===== config.mk =====
export PLATFORM = sky130hd
export DESIGN_NAME = ni_packetizer
export DESIGN_NICKNAME = d
export VERILOG_FILES = /design/src/rtl/noc_pkg.sv /design/src/rtl/ni_credit_counter.sv /design/src/rtl/ni_packetizer.sv
export SDC_FILE = /design/constraint.sdc
export NUM_CORES = 1
export LEC_CHECK = 0
export CORE_MARGIN = 2
export CORE_UTILIZATION = 40
export DETAILED_ROUTE_END_ITERATION = 12
export PLACE_DENSITY = 0.74
export REMOVE_ABC_BUFFERS = 1
export SLEW_MARGIN = 20
export SYNTH_ARGS = -nofsm -noshare
export SYNTH_HDL_FRONTEND = slang
export SYNTH_SLANG_ARGS = --single-unit
export TNS_END_PERCENT = 1

===== constraint.sdc =====
create_clock -name clk -period 3.1 [get_ports clk]
set_input_delay 0.62 -clock clk [delete_from_list [all_inputs] [get_ports clk]]
set_output_delay 0.62 -clock clk [all_outputs]
set_load 0.01 [all_outputs]

===== src/rtl/noc_pkg.sv =====
// Shared NoC definitions used by the network interface and the router.
// Flit layout for a head flit: [7:6] type, [5:3] dst_x, [2:0] dst_y.
// Body flits carry raw payload bytes and have no type field.
package noc_pkg;

  localparam int FLIT_W  = 8;
  localparam int COORD_W = 3;

  localparam logic [1:0] FLIT_HEAD = 2'b10;

  typedef enum logic [1:0] {
    IDLE,
    HEAD,
    BODY
  } ni_state_e;

  function automatic logic [FLIT_W-1:0] make_head(input logic [COORD_W-1:0] x,
                                                   input logic [COORD_W-1:0] y);
    return {FLIT_HEAD, x, y};
  endfunction

endpackage


===== src/rtl/ni_credit_counter.sv =====
// Credit counter tracking free slots in the router local input FIFO.
// Ports:
//   clk, rst     : clock, synchronous active-high reset
//   consume      : a flit is being sent this cycle (uses one credit)
//   credit_ret   : router freed one FIFO slot
//   count        : current registered credit count
//   has_credit   : count is non-zero
//   credit_err   : sticky; credit returned while count was already full
module ni_credit_counter #(
  parameter int CREDITS = 8
) (
  input  logic                         clk,
  input  logic                         rst,
  input  logic                         consume,
  input  logic                         credit_ret,
  output logic [$clog2(CREDITS+1)-1:0] count,
  output logic                         has_credit,
  output logic                         credit_err
);

  localparam int CW = $clog2(CREDITS + 1);
  localparam logic [CW-1:0] FULL = CW'(CREDITS);

  assign has_credit = (count != '0);

  always_ff @(posedge clk) begin
    if (rst) begin
      count      <= FULL;
      credit_err <= 1'b0;
    end else begin
      unique case ({consume, credit_ret})
        2'b10: count <= count - 1'b1;
        2'b01: begin
          // An extra return at full count means the router and NI disagree;
          // keep the count pinned and flag it.
          if (count == FULL) credit_err <= 1'b1;
          else               count      <= count + 1'b1;
        end
        default: ;
      endcase
    end
  end

endmodule


===== src/rtl/ni_packetizer.sv =====
// Local-port network-interface transmitter: turns one message into a head
// flit plus PAYLOAD_BYTES body flits written into the router local FIFO,
// throttled by credits for that FIFO.
// Ports:
//   clk, rst              : clock, synchronous active-high reset
//   msg_valid/msg_ready   : message handshake
//   msg_dst_x, msg_dst_y  : destination coordinates
//   msg_data              : payload, byte 0 in [7:0]
//   flit_out, flit_write  : registered flit and write strobe to router FIFO
//   credit_ret            : one-cycle credit return pulse from router
//   pkt_sent              : registered pulse alongside the last body flit
//   busy                  : state is not IDLE
//   credit_err            : sticky credit overflow flag
//
// state | meaning
// IDLE  | waiting for a message, msg_ready high
// HEAD  | message captured, sending head flit when a credit is available
// BODY  | sending payload byte idx when a credit is available
module ni_packetizer
  import noc_pkg::*;
#(
  parameter int PAYLOAD_BYTES = 4,
  parameter int CREDITS       = 8
) (
  input  logic                       clk,
  input  logic                       rst,
  input  logic                       msg_valid,
  output logic                       msg_ready,
  input  logic [COORD_W-1:0]         msg_dst_x,
  input  logic [COORD_W-1:0]         msg_dst_y,
  input  logic [8*PAYLOAD_BYTES-1:0] msg_data,
  output logic [FLIT_W-1:0]          flit_out,
  output logic                       flit_write,
  input  logic                       credit_ret,
  output logic                       pkt_sent,
  output logic                       busy,
  output logic                       credit_err
);

  localparam logic [3:0] LAST = 4'(PAYLOAD_BYTES - 1);

  ni_state_e                  state;
  logic [COORD_W-1:0]         dst_x_q;
  logic [COORD_W-1:0]         dst_y_q;
  logic [8*PAYLOAD_BYTES-1:0] payload_q;
  logic [3:0]                 idx;
  logic [FLIT_W-1:0]          body_byte;
  logic                       has_credit;
  logic                       send;
  logic [$clog2(CREDITS+1)-1:0] credit_count_unused;

  assign msg_ready = (state == IDLE);
  assign busy      = (state != IDLE);

  // Decision is made on the registered count, so a credit returned at edge E
  // can only be spent at edge E+1.
  assign send = has_credit && (state == HEAD || state == BODY);

  ni_credit_counter #(
    .CREDITS(CREDITS)
  ) u_credit (
    .clk       (clk),
    .rst       (rst),
    .consume   (send),
    .credit_ret(credit_ret),
    .count     (credit_count_unused),
    .has_credit(has_credit),
    .credit_err(credit_err)
  );

  always_comb begin
    body_byte = '0;
    for (int i = 0; i < PAYLOAD_BYTES; i++) begin
      if (idx == 4'(i)) body_byte = payload_q[i*8 +: 8];
    end
  end

  always_ff @(posedge clk) begin
    if (rst) begin
      state      <= IDLE;
      dst_x_q    <= '0;
      dst_y_q    <= '0;
      payload_q  <= '0;
      idx        <= '0;
      flit_out   <= '0;
      flit_write <= 1'b0;
      pkt_sent   <= 1'b0;
    end else begin
      flit_write <= 1'b0;
      pkt_sent   <= 1'b0;
      unique case (state)
        IDLE: begin
          if (msg_valid) begin
            dst_x_q   <= msg_dst_x;
            dst_y_q   <= msg_dst_y;
            payload_q <= msg_data;
            state     <= HEAD;
          end
        end
        HEAD: begin
          if (has_credit) begin
            flit_out   <= make_head(dst_x_q, dst_y_q);
            flit_write <= 1'b1;
            idx        <= '0;
            state      <= BODY;
          end
        end
        BODY: begin
          if (has_credit) begin
            flit_out   <= body_byte;
            flit_write <= 1'b1;
            idx        <= idx + 4'd1;
            if (idx == LAST) begin
              pkt_sent <= 1'b1;
              state    <= IDLE;
            end
          end
        end
        default: state <= IDLE;
      endcase
    end
  end

endmodule


# Yosys cells after proc, flatten, opt, wreduce, memory -nomap -nowiden
# Cells that the tools add are included.
# Widths: inputs -> output; s select.
[word_totals]
reg_bits = 59
latch_bits = 0
mem_bits_rw = 0
rom_bits = 0
in_bits = 42
output_inout_bits = 13
wordCells = 64
mem_count = 0
[op_classes]
add_sub_neg = 3
mul = 0
n_div = 0
n_lt_le_gt_ge = 0
eq_ne = 13
n_shift = 0
n_mux = 19
bitwise = 3
reduce_logical = 16
[ops]
columns = ["operator", "count"]
rows = [
  ["$mux 8", 6],
  ["$pmux 4 s2", 2],
  ["$pmux 8 s2", 1],
  ["$mux 4", 3],
  ["$add 4x1->4 const B", 2],
  ["$eq 4x2->1 const B", 2],
  ["$mux 2", 4],
  ["$ne 2x2->1 const B", 4],
  ["$pmux 2 s3", 1],
  ["$reduce_and 2->1", 3],
  ["$reduce_bool 2->1", 3],
  ["$eq 2x1->1 const B", 2],
  ["$eq 2x2->1 const B", 2],
  ["$eq 4x1->1 const B", 1],
  ["$eq 4x4->1 const B", 1],
  ["$logic_not 4->1", 1],
  ["$reduce_and 4->1", 1],
  ["$reduce_bool 4->1", 1],
  ["$reduce_or 2->1", 2],
  ["$sub 4x1->4 const B", 1],
  ["$not 1->1", 3],
  ["$reduce_and 3->1", 1],
  ["$reduce_or 3->1", 1],
  ["$logic_not 2->1", 1],
  ["other kinds (4)", 5],
]

# Depth between registers and ports, before layout
# Gate-level depths: netlist of the first run.
[logic_depth]
depth_word = 7
depth_mapped = 10
depth_no_buf = 9

# Hierarchy
# From an unflattened synthesis of the first run, not the netlist that was laid out.
[hier_totals]
cells_unflattened = 350
hier_area_um2 = 2758.9
[modules_own_cells]
columns = ["mod", "n_inst", "cells_each", "area_per_inst_um2", "seq_area_each_um2"]
rows = [
  ["ni_packetizer", 1, 317, 2457.4, 1081.0],
  ["ni_credit_counter", 1, 33, 301.5, 100.1],
]

# Least setup slack after synthesis of the first run
# OpenSTA, ideal clock, no wires.
[synth_timing]
kind = "reg-to-reg"
startpoint = "reg u_credit.count[0]"
endpoint = "reg u_credit.count[3]"
setup_time_ns = 0.140
arrival_ns = 2.278
path_slack_ns = 0.682
stages_incl_launch_ff = 9
path_buffers = 0
synth_period_minus_slack_ns = 2.418
path_cell_list = "dfxtp_1 or4_4 nand2_1 nand2_1 ha_1 a211oi_1 or4b_1 o311ai_0 o211ai_1"
[synth_between]
elab_chain_len = 5
[synth_rtl]
columns = ["item", "line_no", "text"]
rows = [
  ["from (decl)", "ni_credit_counter.sv:16", "output logic [$clog2(CREDITS+1)-1:0] count,"],
  ["from (signal assigned)", "ni_credit_counter.sv:32", "2'b10: count <= count - 1'b1;"],
  ["from (signal assigned)", "ni_credit_counter.sv:37", "else count <= count + 1'b1;"],
  ["branches (longest 5 deep; another with $add 4x1->4)", "--", ""],
]
# Several ways; the timed one is not identified. The select of a mux whose other input is x is not followed.
# A chain may end at the register's enable or synchronous reset.

# Worst setup path in the final report of the first run
# Same ends and word-level chain as after synthesis.

==> results.yml, run 1 <==
power_and_ir_drop:
  report.power.total_mw: 2.36
  leakagePower_nw: 1.27
  powerDensity_nw_per_um2: 660
  vdd_drop_max_mv: 0.339
detailed_routing:
  drtPass1Iterations: 4
  drc: 0
  drt-wirelength-per-cell_um: 12.8
  wl_mm: 6.33
  detail-route-antenna-nets: 0
  detail_route.vias_per_cell: 5.03
  drtIter0Drc: 116
  detailroute.via_count: 2490
clocking:
  cts_repair_resize_count: 0
  insertion_delay_ns: 0.35
  cts_made_buffers: 9
  cts_setup_buffers: 0
  clock-root-buffer: "sky130_fd_sc_hd__clkbuf_8"
  clock_sink_count: 59
  clk_transition_reported_paths_ns: 0.07
  max-clock-path-buffers: 2
  clock_tree_from_tritoncts: "yes"
  hold_buffers: 0
  cts_htree_levels: 3
final_layout:
  n_antenna_cell: 0
  layout.core_utilization_pct: 52.5
  final_layout_size_suffix_gt1_share_pct: 9.77
  syn2layout_area_growth_pct: 27.2
  final_nets: 446
yosys:
  mappedNetlistArea_um2: 2810
  synth.avg_cell_area_um2: 8.04
  largest_family_of_logic_cells_by_synthesized_area: "compound AO/OA/AOI/OAI gates"
  synth_adder_area_share_pct: 4.73
  synth-seq-area-share_pct: 42.1
  synth-xor-area-share_pct: 0.624
  synthDistinctLibCells: 51
  yosys.area_share.simple_pct: 23.4
  ys_flop_type: "sky130_fd_sc_hd__dfxtp_1"
  synthesized_area_fraction_occupied_by_ao_oa_aoi_and_oai_cells_pct: 23.9
  muxShareOfSynthArea_pct: 0.401
  number_of_flops_mapped_to_enable_cells_by_yosys: 0
  syn-instance-count: 349
  synth_warn: 0
  ys_seq_elements: 59
  synth_async_sr_flop_share_pct: 0
hold_path:
  cell_depth_of_the_worst_min_delay_path: 2
  min-delay-path-class: "flip-flop to flip-flop"
critical_path:
  crit_path_max_fanout: 8
  register_to_register_path_depth: 8
  setup.worst_path.end_class: "flip-flop"
  cp_data_required_time_ns: 3.32
  cp-start-kind: "flip-flop"
  worst-setup-path-type: "flip-flop to flip-flop"
  critical_path_arrival_ns: 2.81
grt:
  first_global_vias: 2327
  grt_antenna_before_repair: 0
  track_usage_pct: 17.3
  grt_max_degree: 43
  first_pass_grt_wire_length_mm: 10.4
  gr-total-overflow: 0
timing:
  worst_pin_slew_ns: 0.840
  clock.fmax_ghz: 0.386
  pins_over_slew_limit: 0
  fin_skew_ns: 0.00885
  setup-violations-final: 0
  max-slew-margin-rel_pct: 43.3
  timing_hold_violations_final: 0
  setup_total_negative_slack_ns: 0
  timing.final.crit_share_pct: 83.6
  final.setup.worst_slack_ns: 0.509
  whs_ns: 0.453
  fin_crit_ns: 2.59
  grt_setup_unrepaired: "false"
placement:
  gp_congestion: 0.814
  detailedPlacementHpwl_mm: 4.39
  place_ws_ns: 0.505
  io_buffer_count: 54
floorplan:
  design.die.area_um2: 7700
  fp-row-count: 30
  io-pin-count: 55
  die_w_um: 87.8
  floorplan.initialDensity_pct: 41.3
  die_y_um: 87.8
  fp.coreArea_um2: 6790
job:
  max_cap_viol_count: 0
run_status:
  result_of_the_run: "completed"
[path summary, 6_finish.rpt]
path,from,to,slack [ns]
setup / recovery,u_credit.count[0],u_credit.count[3],0.51
setup reg to reg,u_credit.count[0],u_credit.count[3],0.51
hold / removal,payload_q[18],payload_q[18],0.45
hold reg to reg,payload_q[18],payload_q[18],0.45
[sequential cells by signal, summed over array words and instances (netlist names)]
register,cells
payload_q,32
dst_y_q,3
u_credit.count,4
dst_x_q,3
state,2
flit_out,8
idx,4
flit_write,1
pkt_sent,1
u_credit.credit_err,1
[report_power, final]
part | total, mW | switching (mW) | internal (mW)
Sequential | 0.973 | 0.104 | 0.869
Combinational | 0.756 | 0.411 | 0.345
Clock | 0.628 | 0.335 | 0.292
[critical path, cell delays in order, from the launching register on]
cell and delay (ns):
sky130_fd_sc_hd__dfxtp_1 0.40, sky130_fd_sc_hd__or4_4 0.62, sky130_fd_sc_hd__nand2_1 0.12, sky130_fd_sc_hd__nand2_1 0.12
sky130_fd_sc_hd__ha_1 0.30, sky130_fd_sc_hd__a211oi_1 0.07, sky130_fd_sc_hd__or4b_1 0.55, sky130_fd_sc_hd__o311ai_0 0.13
sky130_fd_sc_hd__o211ai_1 0.13
[placed cells by master, fill, tap and decap left out, types with 5 or more instances in the layout]
cell	n
sky130_fd_sc_hd__nand3b_1	6
sky130_fd_sc_hd__o21ai_0	8
sky130_fd_sc_hd__inv_1	9
sky130_fd_sc_hd__clkdlybuf4s50_1	53
sky130_fd_sc_hd__a221oi_2	5
sky130_fd_sc_hd__nand2_1	97
sky130_fd_sc_hd__a211oi_1	5
sky130_fd_sc_hd__clkbuf_8	9
sky130_fd_sc_hd__dfxtp_1	59
sky130_fd_sc_hd__a21oi_1	45
sky130_fd_sc_hd__o211ai_1	7
sky130_fd_sc_hd__ha_1	9
sky130_fd_sc_hd__a211oi_2	5
sky130_fd_sc_hd__nor2_1	21
[layer usage]
metal	part of all wire, %	routed length [um]	global-route usage, %	vias up
met5	0	0	0	-
met4	1.4	89	7.27	0
met3	5.1	324	6.31	8
met2	46	2890	28.0	54
met1	48	3030	20.9	1133
li1	-	-	-	1295
[cells by family (layout without fill, tap and decap cells)]
logic type / count (synthesis) / count (layout)
AO/OA/AOI/OAI: 97 / 97
XOR/XNOR: 2 / 2
adder cells (fa/ha/maj): 10 / 10
buffers and inverters: 34 / 84
flip-flops: 59 / 59
multiplexers: 1 / 1
AND/OR/NAND/NOR: 146 / 146
[cell type report]
cell class	count	area, um2
Multi-Input combinational cell	256	1490
Timing Repair Buffer	58	566
Clock buffer	9	124
Sequential cell	59	1180
Fill cell	656	3230
Clock inverter	7	52.6
Inverter	10	37.5
Tap cell	96	120
[per-stage QoR]
stage / instances / instance area, um2
global route: 495 / 3570
CTS: 495 / 3570
detailed placement: 479 / 3390
floorplan: 325 / 2710
finish: 495 / 3570
global placement: 479 / 3390
[Yosys cell counts, types with 2 or more instances]
cell,instances,area [um2]
sky130_fd_sc_hd__a211oi_1,5,37.5
sky130_fd_sc_hd__a211oi_2,5,62.6
sky130_fd_sc_hd__a21oi_1,45,225
sky130_fd_sc_hd__a221oi_2,5,75.1
sky130_fd_sc_hd__a31oi_1,4,25.0
sky130_fd_sc_hd__a32oi_1,2,17.5
sky130_fd_sc_hd__and2_1,2,12.5
sky130_fd_sc_hd__buf_1,3,11.3
sky130_fd_sc_hd__buf_2,2,10.0
sky130_fd_sc_hd__clkbuf_1,18,67.6
sky130_fd_sc_hd__dfxtp_1,59,1180
sky130_fd_sc_hd__ha_1,9,113
sky130_fd_sc_hd__inv_1,9,33.8
sky130_fd_sc_hd__nand2_1,97,364
sky130_fd_sc_hd__nand2b_1,2,12.5
sky130_fd_sc_hd__nand3b_1,6,45.0
sky130_fd_sc_hd__nor2_1,21,78.8
sky130_fd_sc_hd__nor2b_1,3,18.8
sky130_fd_sc_hd__nor3_1,4,20.0
sky130_fd_sc_hd__o211ai_1,7,52.6
sky130_fd_sc_hd__o21ai_0,8,40.0
sky130_fd_sc_hd__o21ai_1,3,15.0
sky130_fd_sc_hd__o21ai_2,2,17.5
(Power assumes the default switching activity.)
==> inputs of run 2 (changes only) <==
- clock period: 3.1 -> 2.67 ns (I/O delays scaled with it)
==> run 2 against run 1 <==
  * Clock skew shrank 0.0027 ns
  * Final cell count increased by 0.20%
  * Critical path type unchanged
  * Combinational power is 23% higher
  * Die area is the same
  * Total power grew 23%
  * Via count up 2.1%
  * Count of clock-buffer cells in the layout increased by 5
  * Sequential cell count unchanged
  * Clock power is 37% higher
==> results.yml, run 2 (synthesis gave the netlist of run 1 again) <==
run_status:
  result_of_the_run: "completed"
floorplan:
  floorplan.initialDensity_pct: 41.3
  fp.coreArea_um2: 6790
  die_y_um: 87.8
  io-pin-count: 55
  design.die.area_um2: 7700
  fp-row-count: 30
  die_w_um: 87.8
clocking:
  insertion_delay_ns: 0.34
  clock_sink_count: 59
  hold_buffers: 0
  clock_tree_from_tritoncts: "yes"
  max-clock-path-buffers: 2
  clk_transition_reported_paths_ns: 0.06
  cts_repair_resize_count: 0
  clock-root-buffer: "sky130_fd_sc_hd__clkbuf_8"
  cts_made_buffers: 9
  cts_setup_buffers: 0
  cts_htree_levels: 3
timing:
  clock.fmax_ghz: 0.406
  pins_over_slew_limit: 0
  fin_crit_ns: 2.46
  setup_total_negative_slack_ns: 0
  timing.final.crit_share_pct: 92.3
  worst_pin_slew_ns: 0.836
  fin_skew_ns: 0.00614
  grt_setup_unrepaired: "false"
  max-slew-margin-rel_pct: 43.5
  timing_hold_violations_final: 0
  setup-violations-final: 0
critical_path:
  timing.reg2reg.setup_slack_ns: 0.21
  setup.worst_path.end_class: "flip-flop"
  crit_path_max_fanout: 6
  critical_path_arrival_ns: 2.67
  cp_data_required_time_ns: 2.88
  cp-start-kind: "flip-flop"
  regToRegStartpoint: "u_credit.count[2]"
  worst-setup-path-type: "flip-flop to flip-flop"
  register_to_register_path_depth: 8
  r2r-end: "u_credit.count[3]"
detailed_routing:
  detail_route.vias_per_cell: 5.13
  detailroute.via_count: 2542
  wl_mm: 6.42
  drtPass1Iterations: 4
  drc: 0
  drt-wirelength-per-cell_um: 12.9
  drtIter0Drc: 101
  detail-route-antenna-nets: 0
hold_path:
  worst_hold_startpoint: "payload_q[21]"
  min-delay-path-class: "flip-flop to flip-flop"
  cell_depth_of_the_worst_min_delay_path: 2
  hold-path-endpoint: "payload_q[21]"
final_layout:
  multiInputGateArea_um2: 1490
  final_layout_size_suffix_gt1_share_pct: 9.75
  layout_common_cells: "97 x sky130_fd_sc_hd__nand2_1, 59 x sky130_fd_sc_hd__dfxtp_1, 53 x sky130_fd_sc_hd__clkdlybuf4s50_1"
  final.fill_count: 657
  n_antenna_cell: 0
  register_area_um2: 1180
  largest_register_ffs: 32
  finish.instance_area_um2: 3620
  top_regs: "payload_q x32, flit_out x8"
  final_nets: 448
  syn2layout_area_growth_pct: 29.0
  top_register: "payload_q"
  layout.core_utilization_pct: 53.3
  most_common_library_cell_in_the_layout_ignoring_fill_and_taps: "sky130_fd_sc_hd__nand2_1"
grt:
  gr-total-overflow: 0
  track_usage_pct: 17.5
  grt_max_degree: 39
  first_pass_grt_wire_length_mm: 10.4
  grt_antenna_before_repair: 0
  first_global_vias: 2264
placement:
  gp_congestion: 0.835
  io_buffer_count: 54
  placement.cell_area_um2: 3410
  detailedPlacementHpwl_mm: 4.47
power_and_ir_drop:
  powerDensity_nw_per_um2: 798
  report.power.total_mw: 2.89
  vdd_drop_max_mv: 0.343
  leakagePower_nw: 1.31
job:
  max_cap_viol_count: 0
[run 2: cell count changes in the layout (fill, tap and decap cells not counted), sizes merged]
cell,previous run,this run
buf,5,7
bufinv,0,1
clkinvlp,4,0
clkinv,1,0
inv,12,10
clkbuf,9,14
[run 2: where the power goes]
part	total, mW	internal, mW	leakage [nW]	switching [mW]
sequential	1.10	1.01	0.484	0.0921
clock	0.858	0.528	0.109	0.330
combinational	0.930	0.418	0.722	0.512
[run 2: per-stage QoR]
step / std cells / worst slack, ns / hold WS (ns)
6_report: 496 / 0.207 / 0.452
5_1_grt: 496 / 0.0347 / 0.474
4_1_cts: 496 / 0.217 / 0.452
3_5_place_dp: 481 / 0.218 / 0.443
3_3_place_gp: 481 / 0.298 / 0.438
2_1_floorplan: 325 / 0.272 / 0.425
[run 2: layout make-up]
class                   count  area share [%]
multi-input cells         256            41.1
flip-flops and latches     59            32.6
repair buffers             60            16.0
clock buffers              14            5.05
well taps                  96            3.32
inverters                  10            1.04
clock inverters             1           0.830
[run 2: metal layers]
layer / track usage [%] / vias to the layer above / wire length [um]
met2: 27.5 / 67 / 2950
met3: 5.00 / 17 / 337
li1: - / 1300 / -
met1: 21.6 / 1158 / 2980
met4: 9.37 / 0 / 154
met5: 0 / - / 0
[run 2: critical path, stage by stage, from the launching register on]
cell                       delay, ns
sky130_fd_sc_hd__dfxtp_1        0.39
sky130_fd_sc_hd__or4_4          0.55
sky130_fd_sc_hd__nand2_1        0.11
sky130_fd_sc_hd__nand2_1        0.11
sky130_fd_sc_hd__ha_1           0.29
sky130_fd_sc_hd__a211oi_1       0.07
sky130_fd_sc_hd__or4b_1         0.54
sky130_fd_sc_hd__o311ai_0       0.12
sky130_fd_sc_hd__o211ai_1       0.14
[run 2: worst max-delay path by stage]
stage	from	end	slack, ns
global route	u_credit.count[2]	u_credit.count[3]	0.03
CTS	u_credit.count[2]	u_credit.count[3]	0.22
finish	u_credit.count[2]	u_credit.count[3]	0.21
global placement	credit_ret	u_credit.count[3]	0.30
floorplan	u_credit.count[0]	u_credit.count[3]	0.27
detailed placement	u_credit.count[2]	u_credit.count[3]	0.22
